`src/rtl/enum_cnt_seq.sv`:
```
// Measurement sequencer for the threshold-crossing period counter.
// It re-arms the counter 2^LOG2_AVG times, captures each completed
// period count on a rising edge of cnt_valid, and presents the truncated
// average. A per-sample watchdog stops the measurement if no period ever
// completes, and abort cancels a measurement at any point.
module enum_cnt_seq #(
    parameter int W_N_MAX  = 16,
    parameter int LOG2_AVG = 2,
    parameter int TIMEOUT  = 65535,
    parameter int W_TO     = 16
) (
    input  logic                clk,
    input  logic                reset,
    input  logic                start,
    input  logic                abort,
    input  logic                cnt_valid,
    input  logic [W_N_MAX-1:0]  cnt_count,
    output logic                cnt_rst,
    output logic                cnt_enable,
    output logic                busy,
    output logic [LOG2_AVG:0]   sample_idx,
    output logic [W_N_MAX-1:0]  result,
    output logic                result_valid,
    output logic                timeout_err
);

    // Accumulator holds the sum of 2^LOG2_AVG full-scale counts without wrapping.
    localparam int                 W_ACC     = W_N_MAX + LOG2_AVG;
    localparam logic [LOG2_AVG:0]  N_SAMPLES = (LOG2_AVG + 1)'(1 << LOG2_AVG);
    localparam logic [W_TO-1:0]    TO_LAST   = W_TO'(TIMEOUT - 1);

    typedef enum logic [2:0] {
        IDLE,
        ARM,
        WAIT_VALID,
        CAPTURE,
        DONE
    } state_t;

    state_t              state;
    logic [W_ACC-1:0]    acc;
    logic [W_N_MAX-1:0]  latched;
    logic [W_TO-1:0]     watchdog;
    logic                cnt_valid_q;
    logic                valid_rise;
    logic [LOG2_AVG:0]   sample_idx_next;

    // A sample is only a fresh low-to-high transition; a level held high
    // across a re-arm must not be counted twice.
    assign valid_rise      = cnt_valid & ~cnt_valid_q;
    assign sample_idx_next = sample_idx + 1'b1;

    // Sequencer FSM with registered outputs and datapath.
    always_ff @(posedge clk) begin
        if (reset) begin
            state        <= IDLE;
            acc          <= '0;
            latched      <= '0;
            watchdog     <= '0;
            cnt_valid_q  <= 1'b0;
            cnt_rst      <= 1'b0;
            cnt_enable   <= 1'b0;
            busy         <= 1'b0;
            sample_idx   <= '0;
            result       <= '0;
            result_valid <= 1'b0;
            timeout_err  <= 1'b0;
        end else begin
            // NOTE: every register here uses <=, so each branch below reads
            // the pre-edge values of acc, sample_idx and watchdog.
            cnt_valid_q  <= cnt_valid;
            // NOTE: the two pulse outputs default low each cycle and are only
            // raised for the single cycle that needs them.
            cnt_rst      <= 1'b0;
            result_valid <= 1'b0;

            if (abort && state != IDLE) begin
                // Abort discards the measurement; result and error flag hold.
                state      <= IDLE;
                busy       <= 1'b0;
                cnt_enable <= 1'b0;
            end else begin
                case (state)
                    IDLE: begin
                        if (start) begin
                            state       <= ARM;
                            acc         <= '0;
                            sample_idx  <= '0;
                            timeout_err <= 1'b0;
                            cnt_rst     <= 1'b1;
                            busy        <= 1'b1;
                            cnt_enable  <= 1'b0;
                        end
                    end
                    ARM: begin
                        watchdog   <= '0;
                        cnt_enable <= 1'b1;
                        state      <= WAIT_VALID;
                    end
                    WAIT_VALID: begin
                        watchdog <= watchdog + 1'b1;
                        if (valid_rise) begin
                            // An edge on the last watchdog cycle still counts.
                            latched    <= cnt_count;
                            cnt_enable <= 1'b0;
                            state      <= CAPTURE;
                        end else if (watchdog == TO_LAST) begin
                            timeout_err <= 1'b1;
                            cnt_enable  <= 1'b0;
                            busy        <= 1'b0;
                            state       <= IDLE;
                        end
                    end
                    CAPTURE: begin
                        acc        <= acc + W_ACC'(latched);
                        sample_idx <= sample_idx_next;
                        if (sample_idx_next == N_SAMPLES) begin
                            state <= DONE;
                        end else begin
                            cnt_rst <= 1'b1;
                            state   <= ARM;
                        end
                    end
                    DONE: begin
                        result       <= W_N_MAX'(acc >> LOG2_AVG);
                        result_valid <= 1'b1;
                        busy         <= 1'b0;
                        state        <= IDLE;
                    end
                    default: begin
                        state      <= IDLE;
                        busy       <= 1'b0;
                        cnt_enable <= 1'b0;
                    end
                endcase
            end
        end
    end

endmodule

```
`config.mk`:
```
export PLATFORM = sky130hd
export DESIGN_NAME = enum_cnt_seq
export DESIGN_NICKNAME = d
export VERILOG_FILES = /design/src/rtl/enum_cnt_seq.sv
export SDC_FILE = /design/constraint.sdc
export NUM_CORES = 1
export LEC_CHECK = 0
export ABC_AREA = 1
export BUFFER_PORTS_ARGS = -buffer_cell sky130_fd_sc_hd__buf_2
export CORE_MARGIN = 4
export CORE_UTILIZATION = 50
export DETAILED_ROUTE_END_ITERATION = 10
export PLACE_DENSITY = 0.7
export REMOVE_ABC_BUFFERS = 1
export SLEW_MARGIN = 20
export SYNTH_ARGS = -nofsm -noshare
export SYNTH_HDL_FRONTEND = slang
export SYNTH_SLANG_ARGS = --single-unit
export TNS_END_PERCENT = 5
```
`constraint.sdc`:
```
create_clock -name clk -period 1.8 [get_ports clk]
set_input_delay 0.18 -clock clk [delete_from_list [all_inputs] [get_ports clk]]
set_output_delay 0.18 -clock clk [all_outputs]
set_load 0.01 [all_outputs]
```
==> run metrics, run 1 <==
outcome finished, final reports clean; Placed Cells about 800; WHS Path Cells 3; Max-Cap Viols 0; CTS root buf clkbuf_8; Design Area, Final 4880 um^2; 1st-iter DRT viols ~160; Synth top area share 0.366; DRC Markers 0; Final Hold Vio Count 0; die width between 100 and 150 um; HP Start cnt_valid; CP arrival 1940 ps; Synth Cell Area about 4300 um^2; Syn. warnings 0; WHS 47.6 ps; Reg-to-Reg End acc[16]; core area 8260 um^2; unrepaired setup endpoints after global routing true; via/cell ratio ~5.2; clock latency on the worst-skew pair 360 ps; Data required, critical path 2050 ps; path depth of the worst reg2reg path 13; DR pass1 iterations 4; distinct cell type count after synthesis 36; maximum clock path buffer count 2; Routed Antenna Nets 0; layout cell share with drive strength beyond 1 0.162; FF+latch count, synth 78; die area 10100 um^2; largest net degree at the start of global routing 34; Area Growth Syn to Fin 14.2%; Worst setup EP type flip-flop; initial antenna violation count 0; CTS sink cnt 78; Layout Cells excl Fill 795; PnR Total Power approximately 3.8 mW; worst slew pin tran 644 ps; Worst R2R Start acc[0]; Setup Skew 8.90 ps; port buffer count 44; r2r setup slk 110 ps; All-Layer GR Usage 0.222; final setup vio count 0; Hold Path End cnt_valid_q; CP Max Fanout 3; VDD IR max 0.371 mV; ANT cells 0; FP Rows 33; Fmax achieved 0.591 GHz; fin crit share 0.939; # IOs 45; cell type with the highest aggregate area in the netlist dfxtp_1; Area contributors post-synth dfxtp_1 (37%), nand2_1 (16%), a21oi_1 (9.4%); Routed WL 10.6 mm; final core occ 0.591; vias in the first global route 4037; power per cell area 785 nW/um^2; Mapped Cells 635; Slew Limit Headroom 0.570; initial core utilization 0.517; via count 4146; Tmin final 1690 ps; Startpoint Class flip-flop; hold buffers post-CTS 0; Setup Crit Path Kind reg -> reg; routability cong. 0.954; most frequent cells in the layout nand2_1 (184), a21oi_1 (78), dfxtp_1 (76), inv_1 (73), nand3_1 (67); htree depth 3; Syn Area/Cell 6.73 um^2; first-pass GRT wire length 18.2 mm; CTS tree yes; HP Class in -> reg; leakage power 2.23 nW; Post-DP HPWL 7.65 mm; Final Max Slew Viols 0; die height 100 um; most common cell after layout, fill and taps aside nand2_1; sequential cell area fraction in the yosys report 0.366; WL per Instance 13.3 um; fin nets 727; Worst-path clk slew roughly 90 ps; gr ovfl total 0; CTS Buf Count 9; placed instance area around 4600 um^2
[repair_timing]
| item | CTS | global route |
|---|---|---|
| endpoints found under the hold margin | 0 | 0 |
| pin swaps | 0 | 0 |
| buffers inserted | 0 | 1 |
| gates resized for setup | 1 | 13 |
| endpoints found under the setup margin | 1 | 9 |
[flip-flops by register name, indices dropped and copies added (netlist names)]
signal        flops
acc              18
latched          16
result           16
watchdog         16
sample_idx        3
state             3
busy              1
cnt_enable        1
cnt_rst           1
cnt_valid_q       1
result_valid      1
timeout_err       1
[worst max path at each step]
stage	from	endpoint	slack [ps]	depth (start not counted)
after floorplan	acc[0]	acc[16]	140	13
after global placement	acc[0]	acc[16]	50	13
after detailed placement	acc[0]	acc[16]	-2	13
after CTS	acc[0]	acc[16]	20	13
after global routing	acc[0]	acc[16]	-20	13
final	acc[0]	acc[16]	110	13
[report_power, final]
part	total [mW]	switching (mW)	internal [mW]	leakage [nW]
clock network	1.29	0.672	0.614	0.0869
registers	1.82	0.0440	1.78	0.630
logic	0.722	0.521	0.201	1.51
total	3.83	1.24	2.59	2.23
[final cells by class]
| class | count | area (um^2) |
|---|---|---|
| Multi-Input combinational cell | 462 | 2390 |
| Sequential cell | 78 | 1560 |
| Inverter | 80 | 300 |
| Fill cell | 814 | 3380 |
| Tap cell | 105 | 131 |
| Clock buffer | 12 | 165 |
| Timing Repair Buffer | 54 | 295 |
| Clock inverter | 4 | 30.0 |
[routing by layer]
layer  global-route usage  wire, um
met5                    0         0
met4               0.0611       155
met3               0.0556       469
met2                0.384      5240
met1                0.273      4690
[cell usage after synthesis]
| library cell | number |
|---|---|
| o21ai_1 | 1 |
| o21ai_0 | 13 |
| ha_1 | 20 |
| nor4_1 | 1 |
| or2_2 | 3 |
| buf_4 | 1 |
| nand2_1 | 187 |
| a31oi_1 | 1 |
| a21oi_1 | 80 |
| nor2_1 | 38 |
| xnor2_1 | 2 |
| nor3_1 | 6 |
| buf_2 | 5 |
| buf_1 | 2 |
| nor2_8 | 1 |
| xor2_1 | 1 |
| nand2_2 | 5 |
| nand3_2 | 2 |
| nand3_1 | 69 |
| nor2_2 | 2 |
| o211ai_1 | 1 |
| clkbuf_1 | 7 |
| a21oi_4 | 1 |
| nand2_8 | 1 |
| nand3b_1 | 4 |
| o22ai_1 | 1 |
| and2_1 | 1 |
| dfxtp_1 | 78 |
| fa_1 | 1 |
| inv_1 | 73 |
| nand4_1 | 13 |
| o21bai_1 | 1 |
| nor2_4 | 2 |
| nand2_4 | 3 |
| nor3_2 | 1 |
| inv_2 | 7 |
[logic make-up after synthesis]
kind of cell / synth area share
AOI/OAI and AO/OA: 0.120
xor gates and xnor gates: 0.00615
buffers and inverters: 0.0858
adders and majority gates: 0.0633
DFF: 0.366
and+or+nand+nor: 0.359
[through the flow]
| stage | TNS (ps) | setup WS, ps |
|---|---|---|
| after floorplan | 0 | 141 |
| after global placement | 0 | 52.0 |
| after detailed placement | -1.63 | -1.63 |
| after CTS | 0 | 19.2 |
| after global routing | -17.8 | -16.8 |
| final | 0 | 109 |
[worst max-delay path: stages, from the launching register on]
cell     delay (ps)
dfxtp_2         340
ha_2            170
inv_1            50
fa_2            330
inv_1            80
nand3_1          80
nand3_2         110
nand2_2          70
nand3_2          70
nand2_1          60
nand2_2          70
nand3_1          60
nand2_1          60
nor2_1           30
Note: power is estimated with default switching activity, not from simulation.
==> inputs of run 2 (changes only) <==
- ABC_AREA: 1 -> not set
==> run metrics, run 2 <==
ANT cells 0 (unchanged); routability cong. 0.899 (-5.8%); violated checks setup timing; Reg-to-Reg End acc[14]; FP Rows 31 (-6.1%); Max-Cap Viols 0 (unchanged); Setup Crit Path Kind reg -> reg; port buffer count 44 (unchanged); vias in the first global route 3463 (-14%); initial antenna violation count 0 (unchanged); largest net degree at the start of global routing 38 (+12%); Final Hold Vio Count 0 (unchanged); Syn. warnings 0 (unchanged); via/cell ratio 5.27 (+0.96%); outcome complete, but fails checks; fin nets 622 (-14%); htree depth 3 (unchanged); synth cell count leaders nand2_1 (100), dfxtp_1 (78), a21oi_1 (58); # IOs 45 (unchanged); Most used DFF post-synth dfxtp_1; Routed WL 9.65 mm (-8.6%); Worst-path clk slew 80 ps (about the same); cell type with the highest aggregate area in the netlist dfxtp_1; core area 7410 um^2 (-10%); Fmax achieved 0.474 GHz (-20%); Worst setup EP type flip-flop; Final Max Slew Viols 0 (unchanged); Design Area, Final 4900 um^2 (+0.41%); Area contributors post-synth dfxtp_1 (40%), nand2_1 (9.6%), a21oi_1 (7.5%); CP max stage cell a2111oi_4; Mapped Cells 485 (-24%); die width 96.3 um (-4.2%); path depth of the worst reg2reg path 9 (-4); fin crit share 1.17 (+0.232); CP max stage delay 410 ps (+70 ps); hold buffers post-CTS 0 (unchanged); most common cell after layout, fill and taps aside nand2_1; final setup vio count 13 (+13); CTS tree yes; initial core utilization 0.526 (+0.00848); Post-Place Worst Slack -433 ps (-431 ps); worst slew pin tran 450 ps (-194 ps); CTS Buf Count 9 (unchanged); most frequent cells in the layout nand2_1 (100), dfxtp_1 (74), buf_4 (61), a21oi_1 (56), nor2_1 (48); end point of the critical path acc[14]; die height 96.3 um (-4.2%); FFs w/ async S/R, synth 0 (unchanged); max FFs per register 18 (unchanged); final core occ 0.661 (+0.0704); Slew Limit Headroom 0.700 (+0.130); sequential cell area fraction in the yosys report 0.401 (+0.0353); number of synthesized flops with an enable pin 0 (unchanged); HP Class in -> reg; Synth top area share 0.401 (+0.0353); maximum clock path buffer count 2 (unchanged); Synth Cell Area 3890 um^2 (-8.8%); cell with the most instances after synthesis nand2_1; CTS sink cnt 78 (unchanged); post-route setup TNS -2000 ps (-2000 ps); DR pass1 iterations 4 (unchanged); Routed Antenna Nets 0 (unchanged); PnR Total Power 3.36 mW (-12%); CP Launch Point acc[3]; Syn Area/Cell 8.03 um^2 (+19%); All-Layer GR Usage 0.223 (+0.000654); Tmin final 2110 ps (+418 ps); Setup Skew 8.87 ps (-0.0282 ps); critical-path cell list ha_1 > and2_4 > buf_4 > o211ai_1 > a211oi_2 > a2111oi_4 > a21boi_2 > xnor2_1 > o21ai_1; clock latency on the worst-skew pair 350 ps (about the same); DRC Markers 0 (unchanged); WL per Instance 14.1 um (+6.4%); VDD IR max 0.432 mV (+17%); worst setup margin -308 ps (-418 ps); Area Growth Syn to Fin 25.7%; 1st-iter DRT viols 155 (-3.7%); FF+latch count, synth 78 (unchanged); power per cell area 686 nW/um^2 (-13%); Most flops, register acc; Startpoint Class flip-flop; die area 9270 um^2 (-8.1%); distinct cell type count after synthesis 52 (+44%); CTS root buf clkbuf_8; layout cell share with drive strength beyond 1 0.259 (+0.0962); first-pass GRT wire length 16.0 mm (-12%); placed instance area 4600 um^2 (-0.43%); via count 3596 (-13%); Post-DP HPWL 6.99 mm (-8.6%); CP arrival 2350 ps (+410 ps); Placed Cells 668 (-14%); Worst R2R Start acc[3]; gr ovfl total 0 (unchanged); WHS 52.8 ps (+5.23 ps); leakage power 2.04 nW (-8.3%); Layout Cells excl Fill 683 (-14%); Data required, critical path 2040 ps (about the same); r2r setup slk -310 ps (-420 ps); unrepaired setup endpoints after global routing true; CP Max Fanout 3 (unchanged)
==> run 2: cell types whose count changed in the layout (fill, tap and decap cells not counted), sizes merged, moves of 7 or more <==
cell    before  now
xor2         1   14
a21oi       81   60
nand2      196  100
buf         54  105
and3         0    7
nand4       13    5
inv         80   10
nor3         7   14
nand2b       0    7
nand3       71    9
==> run 2: power breakdown <==
part | switching, mW | leakage, nW | internal, mW
registers | 0.0184 | 0.631 | 1.74
logic | 0.165 | 1.32 | 0.124
clock network | 0.637 | 0.0887 | 0.673
total | 0.821 | 2.04 | 2.54
==> run 2: cell type report <==
| cell class | count | area [um^2] |
|---|---|---|
| clock inverters | 3 | 45.0 |
| multi-input cells | 376 | 2300 |
| well taps | 99 | 124 |
| repair buffers | 105 | 678 |
| clock buffers | 12 | 145 |
| flip-flops and latches | 78 | 1570 |
| fillers | 659 | 2510 |
| inverters | 10 | 40.0 |
==> run 2: how the worst min path moves through the flow <==
stage          slack (ps)  cells after the start           to    startpoint
3_5_place_dp          430                      3   latched[6]  cnt_count[6]
3_3_place_gp          400                      2  cnt_valid_q     cnt_valid
2_1_floorplan         250                      1   latched[0]         reset
6_report               50                      3   latched[0]  cnt_count[0]
5_1_grt                60                      3   latched[0]  cnt_count[0]
4_1_cts                40                      3   latched[0]  cnt_count[0]
==> run 2: what timing repair did <==
item / in CTS / in global routing
pin swaps: 11 / 11
resized for setup: 13 / 14
endpoints found under the setup margin: 14 / 53
setup buffers: 1 / 0
==> run 2: cell families after synthesis <==
family                   Yosys count  share of synthesized area
adder cells (fa/ha/maj)           21                     0.0694
flip-flops                        78                      0.401
AND/OR/NAND/NOR                  213                      0.244
buffers and inverters             31                     0.0334
XOR/XNOR                          22                     0.0495
AO/OA/AOI/OAI                    114                      0.188
multiplexers                       6                     0.0154
==> run 2: per-layer routing <==
layer | vias to the layer above | part of all wire | GRT usage
li1 | 1850 | - | -
met1 | 1667 | 0.47 | 0.295
met2 | 65 | 0.48 | 0.362
met3 | 14 | 0.034 | 0.0383
met4 | 0 | 0.014 | 0.0806
met5 | - | 0 | 0
==> run 2: critical path: cells and delay by family, from the launching register on <==
family / cells / cell delay (ps)
AO/OA/AOI/OAI: 5 / 910
flip-flops: 1 / 320
buffers and inverters: 1 / 130
AND/OR/NAND/NOR: 1 / 180
XOR/XNOR: 1 / 170
adder cells (fa/ha/maj): 1 / 300
